$ cat config.mk
export PLATFORM = sky130hd
export DESIGN_NAME = sdl_video_pipe_flat
export DESIGN_NICKNAME = d
export VERILOG_FILES = /design/src/rtl/sdl_video_pipe_if.sv /design/src/rtl/sdl_video_pipe.sv /design/src/flat_wrapper.sv
export SDC_FILE = /design/constraint.sdc
export NUM_CORES = 1
export LEC_CHECK = 0
export ABC_AREA = 1
export BUFFER_PORTS_ARGS = -buffer_cell sky130_fd_sc_hd__buf_4
export CORE_MARGIN = 2
export CORE_UTILIZATION = 50
export CTS_CLUSTER_DIAMETER = 200
export CTS_CLUSTER_SIZE = 40
export DETAILED_ROUTE_END_ITERATION = 12
export GPL_TIMING_DRIVEN = 1
export HOLD_SLACK_MARGIN = 0.03
export PLACE_DENSITY_LB_ADDON = 0.12
export SLEW_MARGIN = 20
export SYNTH_ARGS = -nofsm -noshare
export SYNTH_HDL_FRONTEND = slang
export SYNTH_SLANG_ARGS = --single-unit
$ cat constraint.sdc
create_clock -name pixel_clk -period 3.6 [get_ports pixel_clk]
set_clock_uncertainty 0.2 [all_clocks]
set_input_delay 0 -clock pixel_clk [delete_from_list [all_inputs] [get_ports pixel_clk]]
set_output_delay 0 -clock pixel_clk [all_outputs]
set_load 0.01 [all_outputs]
$ cat src/rtl/sdl_video_pipe_if.sv
// ---------------------------------------------------------------------------
// sdl_video_pipe_if
//   Bundles every non-clock signal of sdl_video_pipe: the renderer-facing
//   timing outputs, the colour returned by the renderer, and the aligned
//   SDL/VGA pixel outputs.
//   Parameters: HW/VW are the counter widths ($clog2 of H_TOTAL/V_TOTAL of the
//   attached pipe); IN_BITS/OUT_BITS are the per-channel colour widths.
//   Modports:
//     master - the video pipe (drives o_*, receives i_red/i_green/i_blue)
//     slave  - renderer + display side (receives o_*, drives colour)
// ---------------------------------------------------------------------------
interface sdl_video_pipe_if #(
  parameter int HW       = 10,
  parameter int VW       = 10,
  parameter int IN_BITS  = 4,
  parameter int OUT_BITS = 8
);
  // renderer side, undelayed
  logic [HW-1:0]       o_h_coord;
  logic [VW-1:0]       o_v_coord;
  logic                o_disp_enbl;
  logic                o_line_start;
  logic                o_frame_start;
  // colour for coordinates issued PIPE_LATENCY clocks earlier
  logic [IN_BITS-1:0]  i_red;
  logic [IN_BITS-1:0]  i_green;
  logic [IN_BITS-1:0]  i_blue;
  // display side, aligned with colour
  logic [HW-1:0]       o_sx;
  logic [VW-1:0]       o_sy;
  logic                o_de;
  logic                o_h_sync;
  logic                o_v_sync;
  logic [OUT_BITS-1:0] o_red;
  logic [OUT_BITS-1:0] o_green;
  logic [OUT_BITS-1:0] o_blue;

  modport master (
    output o_h_coord, o_v_coord, o_disp_enbl, o_line_start, o_frame_start,
    input  i_red, i_green, i_blue,
    output o_sx, o_sy, o_de, o_h_sync, o_v_sync, o_red, o_green, o_blue
  );

  modport slave (
    input  o_h_coord, o_v_coord, o_disp_enbl, o_line_start, o_frame_start,
    output i_red, i_green, i_blue,
    input  o_sx, o_sy, o_de, o_h_sync, o_v_sync, o_red, o_green, o_blue
  );
endinterface

$ cat src/rtl/sdl_video_pipe.sv
// ---------------------------------------------------------------------------
// sdl_video_pipe
//   Parametrised video timing generator with an aligned pixel output stage.
//   A free-running h/v counter produces coordinates, display enable, syncs and
//   line/frame pulses for the renderer. The same timing is delayed by
//   PIPE_LATENCY clocks so it lines up with the colour coming back from the
//   renderer, then one output register expands the colour to OUT_BITS and
//   blanks it outside the active area.
//   Ports:
//     pixel_clk - pixel clock
//     sim_rst   - asynchronous reset, active-high
//     vid       - sdl_video_pipe_if.master (timing, colour in, aligned out)
//   Latency: coordinate on vid.o_h/v_coord -> same pixel on vid.o_* is
//   PIPE_LATENCY+1 clocks.
// ---------------------------------------------------------------------------
module sdl_video_pipe #(
  parameter int H_ACTIVE     = 800,
  parameter int H_FP         = 24,
  parameter int H_SYNC       = 72,
  parameter int H_BP         = 128,
  parameter int V_ACTIVE     = 600,
  parameter int V_FP         = 1,
  parameter int V_SYNC       = 2,
  parameter int V_BP         = 22,
  parameter int HS_POL       = 1,
  parameter int VS_POL       = 1,
  parameter int PIPE_LATENCY = 2,
  parameter int IN_BITS      = 4,
  parameter int OUT_BITS     = 8
) (
  input  logic                  pixel_clk,
  input  logic                  sim_rst,
  sdl_video_pipe_if.master      vid
);

  localparam int H_TOTAL = H_ACTIVE + H_FP + H_SYNC + H_BP;
  localparam int V_TOTAL = V_ACTIVE + V_FP + V_SYNC + V_BP;
  localparam int HW      = $clog2(H_TOTAL);
  localparam int VW      = $clog2(V_TOTAL);

  // Window bounds kept 32-bit unsigned so a bound equal to H_TOTAL still fits.
  localparam logic [31:0] H_ACT_END = 32'(H_ACTIVE);
  localparam logic [31:0] HS_START  = 32'(H_ACTIVE + H_FP);
  localparam logic [31:0] HS_END    = 32'(H_ACTIVE + H_FP + H_SYNC);
  localparam logic [31:0] V_ACT_END = 32'(V_ACTIVE);
  localparam logic [31:0] VS_START  = 32'(V_ACTIVE + V_FP);
  localparam logic [31:0] VS_END    = 32'(V_ACTIVE + V_FP + V_SYNC);

  localparam logic HS_ACT = (HS_POL != 0);
  localparam logic VS_ACT = (VS_POL != 0);

  if (OUT_BITS < IN_BITS || H_SYNC == 0 || V_SYNC == 0 ||
      PIPE_LATENCY < 0 || PIPE_LATENCY > 15) begin : g_bad_params
    $error("sdl_video_pipe: illegal parameter combination");
  end

  typedef struct packed {
    logic [HW-1:0] h;
    logic [VW-1:0] v;
    logic          de;
    logic          hs;
    logic          vs;
  } tap_t;

  localparam tap_t TAP_RST = '{h: '0, v: '0, de: 1'b0, hs: ~HS_ACT, vs: ~VS_ACT};

  // Replicate the input code MSB-first until OUT_BITS are filled, so full
  // scale maps to full scale (4'hF -> 8'hFF) and zero stays zero.
  function automatic logic [OUT_BITS-1:0] expand(input logic [IN_BITS-1:0] c);
    logic [OUT_BITS-1:0] r;
    r = '0;
    for (int i = 0; i < OUT_BITS; i++) begin
      r[OUT_BITS-1-i] = c[IN_BITS-1-(i % IN_BITS)];
    end
    return r;
  endfunction

  logic [HW-1:0] h_p0;
  logic [VW-1:0] v_p0;
  logic          de_p0;
  logic          hs_p0;
  logic          vs_p0;
  logic          ls_p0;
  logic          fs_p0;

  logic [HW-1:0] h_nxt;
  logic [VW-1:0] v_nxt;
  logic [31:0]   h_nxt32;
  logic [31:0]   v_nxt32;

  always_comb begin
    h_nxt = h_p0 + HW'(1);
    v_nxt = v_p0;
    if (h_p0 == HW'(H_TOTAL - 1)) begin
      h_nxt = '0;
      v_nxt = (v_p0 == VW'(V_TOTAL - 1)) ? '0 : v_p0 + VW'(1);
    end
    h_nxt32 = 32'(h_nxt);
    v_nxt32 = 32'(v_nxt);
  end

  // ---- stage p0: counters plus flags decoded from the next count ----
  // Flags are registered alongside the counters so they stay 0 while reset is
  // held, even though the counters themselves sit at (0,0).
  always_ff @(posedge pixel_clk or posedge sim_rst) begin
    if (sim_rst) begin
      h_p0  <= '0;
      v_p0  <= '0;
      de_p0 <= 1'b0;
      ls_p0 <= 1'b0;
      fs_p0 <= 1'b0;
      hs_p0 <= ~HS_ACT;
      vs_p0 <= ~VS_ACT;
    end else begin
      h_p0  <= h_nxt;
      v_p0  <= v_nxt;
      de_p0 <= (h_nxt32 < H_ACT_END) && (v_nxt32 < V_ACT_END);
      ls_p0 <= (h_nxt == '0);
      fs_p0 <= (h_nxt == '0) && (v_nxt == '0);
      hs_p0 <= ((h_nxt32 >= HS_START) && (h_nxt32 < HS_END)) ? HS_ACT : ~HS_ACT;
      vs_p0 <= ((v_nxt32 >= VS_START) && (v_nxt32 < VS_END)) ? VS_ACT : ~VS_ACT;
    end
  end

  assign vid.o_h_coord     = h_p0;
  assign vid.o_v_coord     = v_p0;
  assign vid.o_disp_enbl   = de_p0;
  assign vid.o_line_start  = ls_p0;
  assign vid.o_frame_start = fs_p0;

  tap_t cur_p0;
  tap_t tail_p1;

  assign cur_p0 = {h_p0, v_p0, de_p0, hs_p0, vs_p0};

  // ---- stage p1: PIPE_LATENCY-deep delay matching the renderer ----
  if (PIPE_LATENCY == 0) begin : g_no_delay
    assign tail_p1 = cur_p0;
  end else begin : g_delay
    tap_t dly_p1 [PIPE_LATENCY];

    always_ff @(posedge pixel_clk or posedge sim_rst) begin
      if (sim_rst) begin
        for (int i = 0; i < PIPE_LATENCY; i++) dly_p1[i] <= TAP_RST;
      end else begin
        dly_p1[0] <= cur_p0;
        for (int i = 1; i < PIPE_LATENCY; i++) dly_p1[i] <= dly_p1[i-1];
      end
    end

    assign tail_p1 = dly_p1[PIPE_LATENCY-1];
  end

  // ---- stage p2: output register, colour sampled on the same edge ----
  always_ff @(posedge pixel_clk or posedge sim_rst) begin
    if (sim_rst) begin
      vid.o_sx     <= '0;
      vid.o_sy     <= '0;
      vid.o_de     <= 1'b0;
      vid.o_h_sync <= ~HS_ACT;
      vid.o_v_sync <= ~VS_ACT;
      vid.o_red    <= '0;
      vid.o_green  <= '0;
      vid.o_blue   <= '0;
    end else begin
      vid.o_sx     <= tail_p1.h;
      vid.o_sy     <= tail_p1.v;
      vid.o_de     <= tail_p1.de;
      vid.o_h_sync <= tail_p1.hs;
      vid.o_v_sync <= tail_p1.vs;
      vid.o_red    <= tail_p1.de ? expand(vid.i_red)   : '0;
      vid.o_green  <= tail_p1.de ? expand(vid.i_green) : '0;
      vid.o_blue   <= tail_p1.de ? expand(vid.i_blue)  : '0;
    end
  end

endmodule
$ cat src/flat_wrapper.sv
// flat-port wrapper written by rule: the top's interface ports become plain ports
module sdl_video_pipe_flat 
#(
  parameter int H_ACTIVE     = 800,
  parameter int H_FP         = 24,
  parameter int H_SYNC       = 72,
  parameter int H_BP         = 128,
  parameter int V_ACTIVE     = 600,
  parameter int V_FP         = 1,
  parameter int V_SYNC       = 2,
  parameter int V_BP         = 22,
  parameter int HS_POL       = 1,
  parameter int VS_POL       = 1,
  parameter int PIPE_LATENCY = 2,
  parameter int IN_BITS      = 4,
  parameter int OUT_BITS     = 8
)
  (pixel_clk, sim_rst, vid_o_h_coord, vid_o_v_coord, vid_o_disp_enbl, vid_o_line_start, vid_o_frame_start, vid_i_red, vid_i_green, vid_i_blue, vid_o_sx, vid_o_sy, vid_o_de, vid_o_h_sync, vid_o_v_sync, vid_o_red, vid_o_green, vid_o_blue);
  sdl_video_pipe_if #(.IN_BITS(IN_BITS), .OUT_BITS(OUT_BITS)) vid_i ();
  input  logic pixel_clk;
  input  logic sim_rst;
  output wire logic [$bits(vid_i.o_h_coord)-1:0] vid_o_h_coord;
  output wire logic [$bits(vid_i.o_v_coord)-1:0] vid_o_v_coord;
  output wire logic [$bits(vid_i.o_disp_enbl)-1:0] vid_o_disp_enbl;
  output wire logic [$bits(vid_i.o_line_start)-1:0] vid_o_line_start;
  output wire logic [$bits(vid_i.o_frame_start)-1:0] vid_o_frame_start;
  input wire logic [$bits(vid_i.i_red)-1:0] vid_i_red;
  input wire logic [$bits(vid_i.i_green)-1:0] vid_i_green;
  input wire logic [$bits(vid_i.i_blue)-1:0] vid_i_blue;
  output wire logic [$bits(vid_i.o_sx)-1:0] vid_o_sx;
  output wire logic [$bits(vid_i.o_sy)-1:0] vid_o_sy;
  output wire logic [$bits(vid_i.o_de)-1:0] vid_o_de;
  output wire logic [$bits(vid_i.o_h_sync)-1:0] vid_o_h_sync;
  output wire logic [$bits(vid_i.o_v_sync)-1:0] vid_o_v_sync;
  output wire logic [$bits(vid_i.o_red)-1:0] vid_o_red;
  output wire logic [$bits(vid_i.o_green)-1:0] vid_o_green;
  output wire logic [$bits(vid_i.o_blue)-1:0] vid_o_blue;
  assign vid_o_h_coord = vid_i.o_h_coord;
  assign vid_o_v_coord = vid_i.o_v_coord;
  assign vid_o_disp_enbl = vid_i.o_disp_enbl;
  assign vid_o_line_start = vid_i.o_line_start;
  assign vid_o_frame_start = vid_i.o_frame_start;
  assign vid_i.i_red = vid_i_red;
  assign vid_i.i_green = vid_i_green;
  assign vid_i.i_blue = vid_i_blue;
  assign vid_o_sx = vid_i.o_sx;
  assign vid_o_sy = vid_i.o_sy;
  assign vid_o_de = vid_i.o_de;
  assign vid_o_h_sync = vid_i.o_h_sync;
  assign vid_o_v_sync = vid_i.o_v_sync;
  assign vid_o_red = vid_i.o_red;
  assign vid_o_green = vid_i.o_green;
  assign vid_o_blue = vid_i.o_blue;
  sdl_video_pipe #(.H_ACTIVE(H_ACTIVE), .H_FP(H_FP), .H_SYNC(H_SYNC), .H_BP(H_BP), .V_ACTIVE(V_ACTIVE), .V_FP(V_FP), .V_SYNC(V_SYNC), .V_BP(V_BP), .HS_POL(HS_POL), .VS_POL(VS_POL), .PIPE_LATENCY(PIPE_LATENCY), .IN_BITS(IN_BITS), .OUT_BITS(OUT_BITS)) u_core (.pixel_clk(pixel_clk), .sim_rst(sim_rst), .vid(vid_i));
endmodule
; Yosys cells after proc, flatten, opt, wreduce, memory -nomap -nowiden
; Index checks and enable logic that the tools add are counted.
[totals]
register_bits = 118
in_bits = 14
output_inout_bits = 70
word_cells = 49
[op_classes]
n_addsub = 2
n_lt_le_gt_ge = 6
eq_ne = 2
mux = 8
reduce_logical = 6
[op_table]
columns = cell, count
row1 = 10-bit < comparator (second input constant), 4
row2 = 10-bit two-way mux, 3
row3 = 8-bit two-way mux, 3
row4 = 10-bit by 1-bit adder with 10-bit output (second input constant), 2
row5 = 10-bit equality test (second input constant), 2
row6 = 10-bit >= comparator (second input constant), 2
row7 = 10-bit logical NOT, 2
row8 = 1-bit logical AND, 4
row9 = 1-bit two-way mux, 2

; Logic depth before layout (Yosys ltp)
[depth]
depth_word = 6
ltp_mapped = 13
ltp_nobuf = 12

; Worst setup path after synthesis
; Ideal clock, no wire load.
[synth_path]
path_type = flip-flop to flip-flop
start = reg u_core.h_p0[0] (netlist: u_core.vid.o_h_coord[0])
end = reg u_core.hs_p0
setup_time_ns = 0.063
arrival_ns = 1.664
slack_ns = 1.673
path_stages_with_launch = 11
synth_period_minus_slack_ns = 1.927
cell_sequence = dfrtp_1 > ha_1 > nand2_2 > nor2_4 > nand3_4 > clkinv_4 > buf_8 > nor2_2 > nand3_1 > a211o_1 > inv_1
[synth_between]
elab_chain_cells = 5
word_cells_on_any_way = 7
cone_classes = add/sub (1) / order compare (2) / eq/ne (1) / mux (2) / reduce/logical (1)
[synth_lines]
columns = element, line_no
row1 = from (decl), sdl_video_pipe.sv:78  ; logic [HW-1:0] h_p0;
row2 = from (signal assigned), sdl_video_pipe.sv:115  ; h_p0 <= h_nxt;
row3 = 10-bit by 1-bit adder with 10-bit output / 10-bit equality test (equally long branches), "sdl_video_pipe.sv:92, sdl_video_pipe.sv:94"
row4 = 10-bit two-way mux (*), sdl_video_pipe.sv:94  ; if (h_p0 == HW'(H_TOTAL - 1)) begin
row5 = named net u_core.h_nxt[3], sdl_video_pipe.sv:86  ; logic [HW-1:0] h_nxt;
row6 = 10-bit >= comparator / 10-bit < comparator (equally long branches), sdl_video_pipe.sv:120  ; hs_p0 <= ((h_nxt32 >= HS_START) && (h_nxt32 < HS_END)) ? HS_ACT : ~HS_ACT;
row7 = 1-bit logical AND (*), sdl_video_pipe.sv:120
row8 = 1-bit two-way mux (*), sdl_video_pipe.sv:120
row9 = to (signal assigned), sdl_video_pipe.sv:112  ; hs_p0 <= ~HS_ACT;
row10 = to (signal assigned), sdl_video_pipe.sv:120
row11 = to (decl), sdl_video_pipe.sv:81  ; logic hs_p0;
; The timed path passes the listed nets; every way through them passes the cells marked *.

; Final worst setup path
[layout_path]
start = reg u_core.h_p0[0] (netlist: u_core.vid.o_h_coord[0])
end = reg u_core.de_p0 (netlist: u_core.vid.o_disp_enbl)
[layout_between]
elab_chain_cells = 4
word_cells_on_any_way = 7
cone_classes = add/sub (1) / order compare (2) / eq/ne (1) / mux (2) / reduce/logical (1)
[layout_lines]
columns = element, line_no
row1 = 10-bit equality test, sdl_video_pipe.sv:94
row2 = 10-bit two-way mux, sdl_video_pipe.sv:94
row3 = named net u_core.v_nxt[3], sdl_video_pipe.sv:87  ; logic [VW-1:0] v_nxt;
row4 = 10-bit < comparator, sdl_video_pipe.sv:117  ; de_p0 <= (h_nxt32 < H_ACT_END) && (v_nxt32 < V_ACT_END);
row5 = 1-bit logical AND, sdl_video_pipe.sv:117
row6 = to (signal assigned), sdl_video_pipe.sv:117
row7 = to (decl), sdl_video_pipe.sv:80  ; logic de_p0;
; The timed path passes the listed nets, and every way through them passes these cells.

==> impl_metrics.yaml <==
logic_synthesis:
  syn_avg_cell_area_um2: 11.2
  yosysTopAreaCellShare_pct: 70.1
  yosysWarnings: 0
  synth.most_common_cell: "dfrtp_1"
  async_flop_share_pct: 100
  synth_area_leaders: "dfrtp_1 70%, nand2_1 8.0%, inv_1 4.8%"
  synthTopCellsByCount: "106 x dfrtp_1, 81 x nand2_1, 48 x inv_1, 26 x nor2_1, 23 x nand3_1"
  netlist_area_um2: 3780
  yosys_register_bits: 106
  syn_nets: 356
  synth_top_flop_cell: "dfrtp_1"
  synth_edf_count: 0
  ys_seq_area_share_pct: 70.1
  synth.distinct_cells: 31
  yosys.area.top_type: "dfrtp_1"
  synth_cells: 339
layout:
  nNetsFinal: 450
  n_antenna_cell: 0
  drive_gt1_share_pct: 27.2
  fillers: 540
  area_growth_pct: 26.2
die:
  start_util_pct: 51.9
  die_y_um: 91.0
  pin_count: 84
  die-area_um2: 8280
  core-area_um2: 7290
  num_rows: 31
  die_w_um: 91.0
cts:
  cts_setup_buffers: 0
  cts.sinks: 106
  clkTransAtPathRegs_ps: 110
  clockBufferDepth: 2
  cts_root_buffer: "clkbuf_8"
  clkLatencyLatePin_ps: 360
  htree_num_levels: 3
  cts_buffers: 9
  cts_tree: "done"
power_and_ir_drop:
  power_frac_clock_pct: 37.4
  combPwrFrac_pct: 3.9
  switching_share_pct: 22.9
  power.density_nw_per_um2: 428
  p_switching_mw: 0.469
  peakVddDrop_v: 0.000232
  intPower_mw: 1.58
  pwr-share-seq_pct: 58.7
  p_leak_nw: 2.59
setup_path:
  end_kind: "flop"
  cp_slowest_cell: "dfrtp_1"
  critPathMaxFanout: 18
  critPathKind: "reg -> reg"
  path_cells: "ha_1, nand2_2, nor2_4, nand3_4, clkinv_4, nand2_1, o21ai_2, inv_2, o21ai_0, a21oi_1"
  start_kind: "flop"
  cp.required_ps: 3640
  rrSetupSlack_ps: 1320
  max_stage_delay_ps: 480
  cp.arrival_ps: 2320
timing:
  hold_viol: 0
  relSlewSlack_pct: 46.8
  finalSetupTns_ps: 0
  fmaxAchievable_mhz: 438
  fin_crit_ps: 2280
  rsz0062_at_grt: "no"
  setup_viol: 0
  slew_viol_final: 0
  worst_pin_slew_ps: 798
  hold_ws_ps: 148
  post-route-period-util_pct: 63.3
global_routing:
  grt_pass1_wl_mm: 11.5
  grt_max_degree: 71
  overflow: 0
  grt.total_usage_pct: 17.5
  antenna_found_initial: 0
  grt_pass1_vias: 2441
flow_run:
  maxCapViolCount: 0
route:
  drc_errors: 0
  wl_per_cell_um: 12.6
  ant_nets: 0
  routed_wl_mm: 6.76
  drt_pass1_iterations: 4
  drt-vias-per-instance: 4.64
  drt_iter0_markers: 111
  vias: 2494
place:
  portBuffers: 83
  dp_hpwl_mm: 4.55
  gp_congestion: 0.859
outcome:
  status: "finished clean"
hold_path:
  hp-class: "in -> async"
[metrics by stage]
stage / cell area [um^2] / cells / worst slack [ps] / power [mW] / util (%)
floorplan: 3780 / 339 / 611 / 1.26 / -
global placement: 4430 / 508 / 1410 / 1.29 / 60.7
detailed placement: 4430 / 508 / 1380 / 1.29 / 60.7
CTS: 4780 / 537 / 1350 / 2.07 / 65.5
global route: 4780 / 537 / 1180 / 2.13 / 65.5
finish: 4780 / 537 / 1320 / 2.05 / 65.5
[power by group through the flow]
stage | clock, mW | sequential [mW] | combinational [mW]
global placement | 0 | 1.22 | 0.0698
detailed placement | 0 | 1.22 | 0.0705
floorplan | 0 | 1.23 | 0.0356
global route | 0.836 | 1.20 | 0.0898
finish | 0.766 | 1.20 | 0.0798
CTS | 0.784 | 1.20 | 0.0819
[registers in the layout (all words and copies together), names as in the netlist, 4 cells and up]
register	count
u_core.vid.o_h_coord	10
u_core.g_delay.dly_p1	46
u_core.vid.o_sy	10
u_core.vid.o_green	4
u_core.vid.o_v_coord	10
u_core.vid.o_red	4
u_core.vid.o_blue	4
u_core.vid.o_sx	10
[final timing paths]
| path | start | end | cells after the start |
|---|---|---|---|
| worst max-delay path | u_core.vid.o_h_coord[0] | u_core.vid.o_disp_enbl | 10 |
| worst min-delay path | sim_rst | u_core.vid.o_sy[1] | 3 |
| worst max register to register | u_core.vid.o_h_coord[0] | u_core.vid.o_disp_enbl | 10 |
| worst min register to register | u_core.g_delay.dly_p1[18] | u_core.vid.o_sx[5] | 0 |
| max in group asynchronous | sim_rst | u_core.g_delay.dly_p1[14] | 4 |
| min in group pixel_clk | u_core.g_delay.dly_p1[18] | u_core.vid.o_sx[5] | 0 |
[cells by family after synthesis]
logic type	after synthesis	share of synthesized area, %
AOI/OAI and AO/OA	13	2.25
xor gates and xnor gates	3	0.694
DFF	106	70.1
adders and majority gates	3	0.992
and+or+nand+nor	149	17.7
buffers and inverters	65	8.26
[cells in the final DEF (no fill, tap or decap)]
cell             n
a211o_1          1
a21o_1           1
a21oi_1          1
a21oi_2          2
buf_4           85
bufinv_16        1
clkbuf_8         9
clkinv_4         3
clkinv_8         1
dfrtp_1        106
dlygate4sd3_1   13
ha_1             3
inv_1           47
inv_2            1
inv_4            1
inv_6            1
inv_8            2
nand2_1         81
nand2_2          4
nand3_1         23
nand3_2          2
nand3_4          1
nand3b_1         3
nand4_1          2
nor2_1          26
nor2_2           2
nor2_4           2
nor3_1           1
nor3_2           1
nor4_1           1
o21ai_0          5
o21ai_1          1
o21ai_2          1
o21bai_1         1
xor2_1           3
[worst max-delay path, delay by kind of cell, from the launching register on]
family | cells | cell delay, ps
fa+ha+maj | 1 | 220
compound gates | 3 | 440
buf+inv | 2 | 260
simple gates | 4 | 550
flops | 1 | 480
[what timing repair did]
action | in CTS | in global routing
hold buffers | 13 | 0
hold endpoints to repair | 80 | 0
gates resized for setup | 0 | 0
[cell type report]
class	count	area, um^2	area share [%]
sequential	106	2650	55.5
multi-input combinational	168	820	17.2
timing repair buffer	98	768	16.1
inverter	50	195	4.08
clock buffer	9	124	2.59
tap	99	124	2.59
clock inverter	7	95.1	1.99
[metal layers]
layer	part of all wire (%)	GRT usage (%)	up-vias
met3	6.0	4.07	7
met1	46	23.9	1184
met4	1.1	6.82	0
li1	-	-	1214
met2	47	27.4	89
met5	0	0	-
No activity file was read; power rests on OpenSTA's default activity.
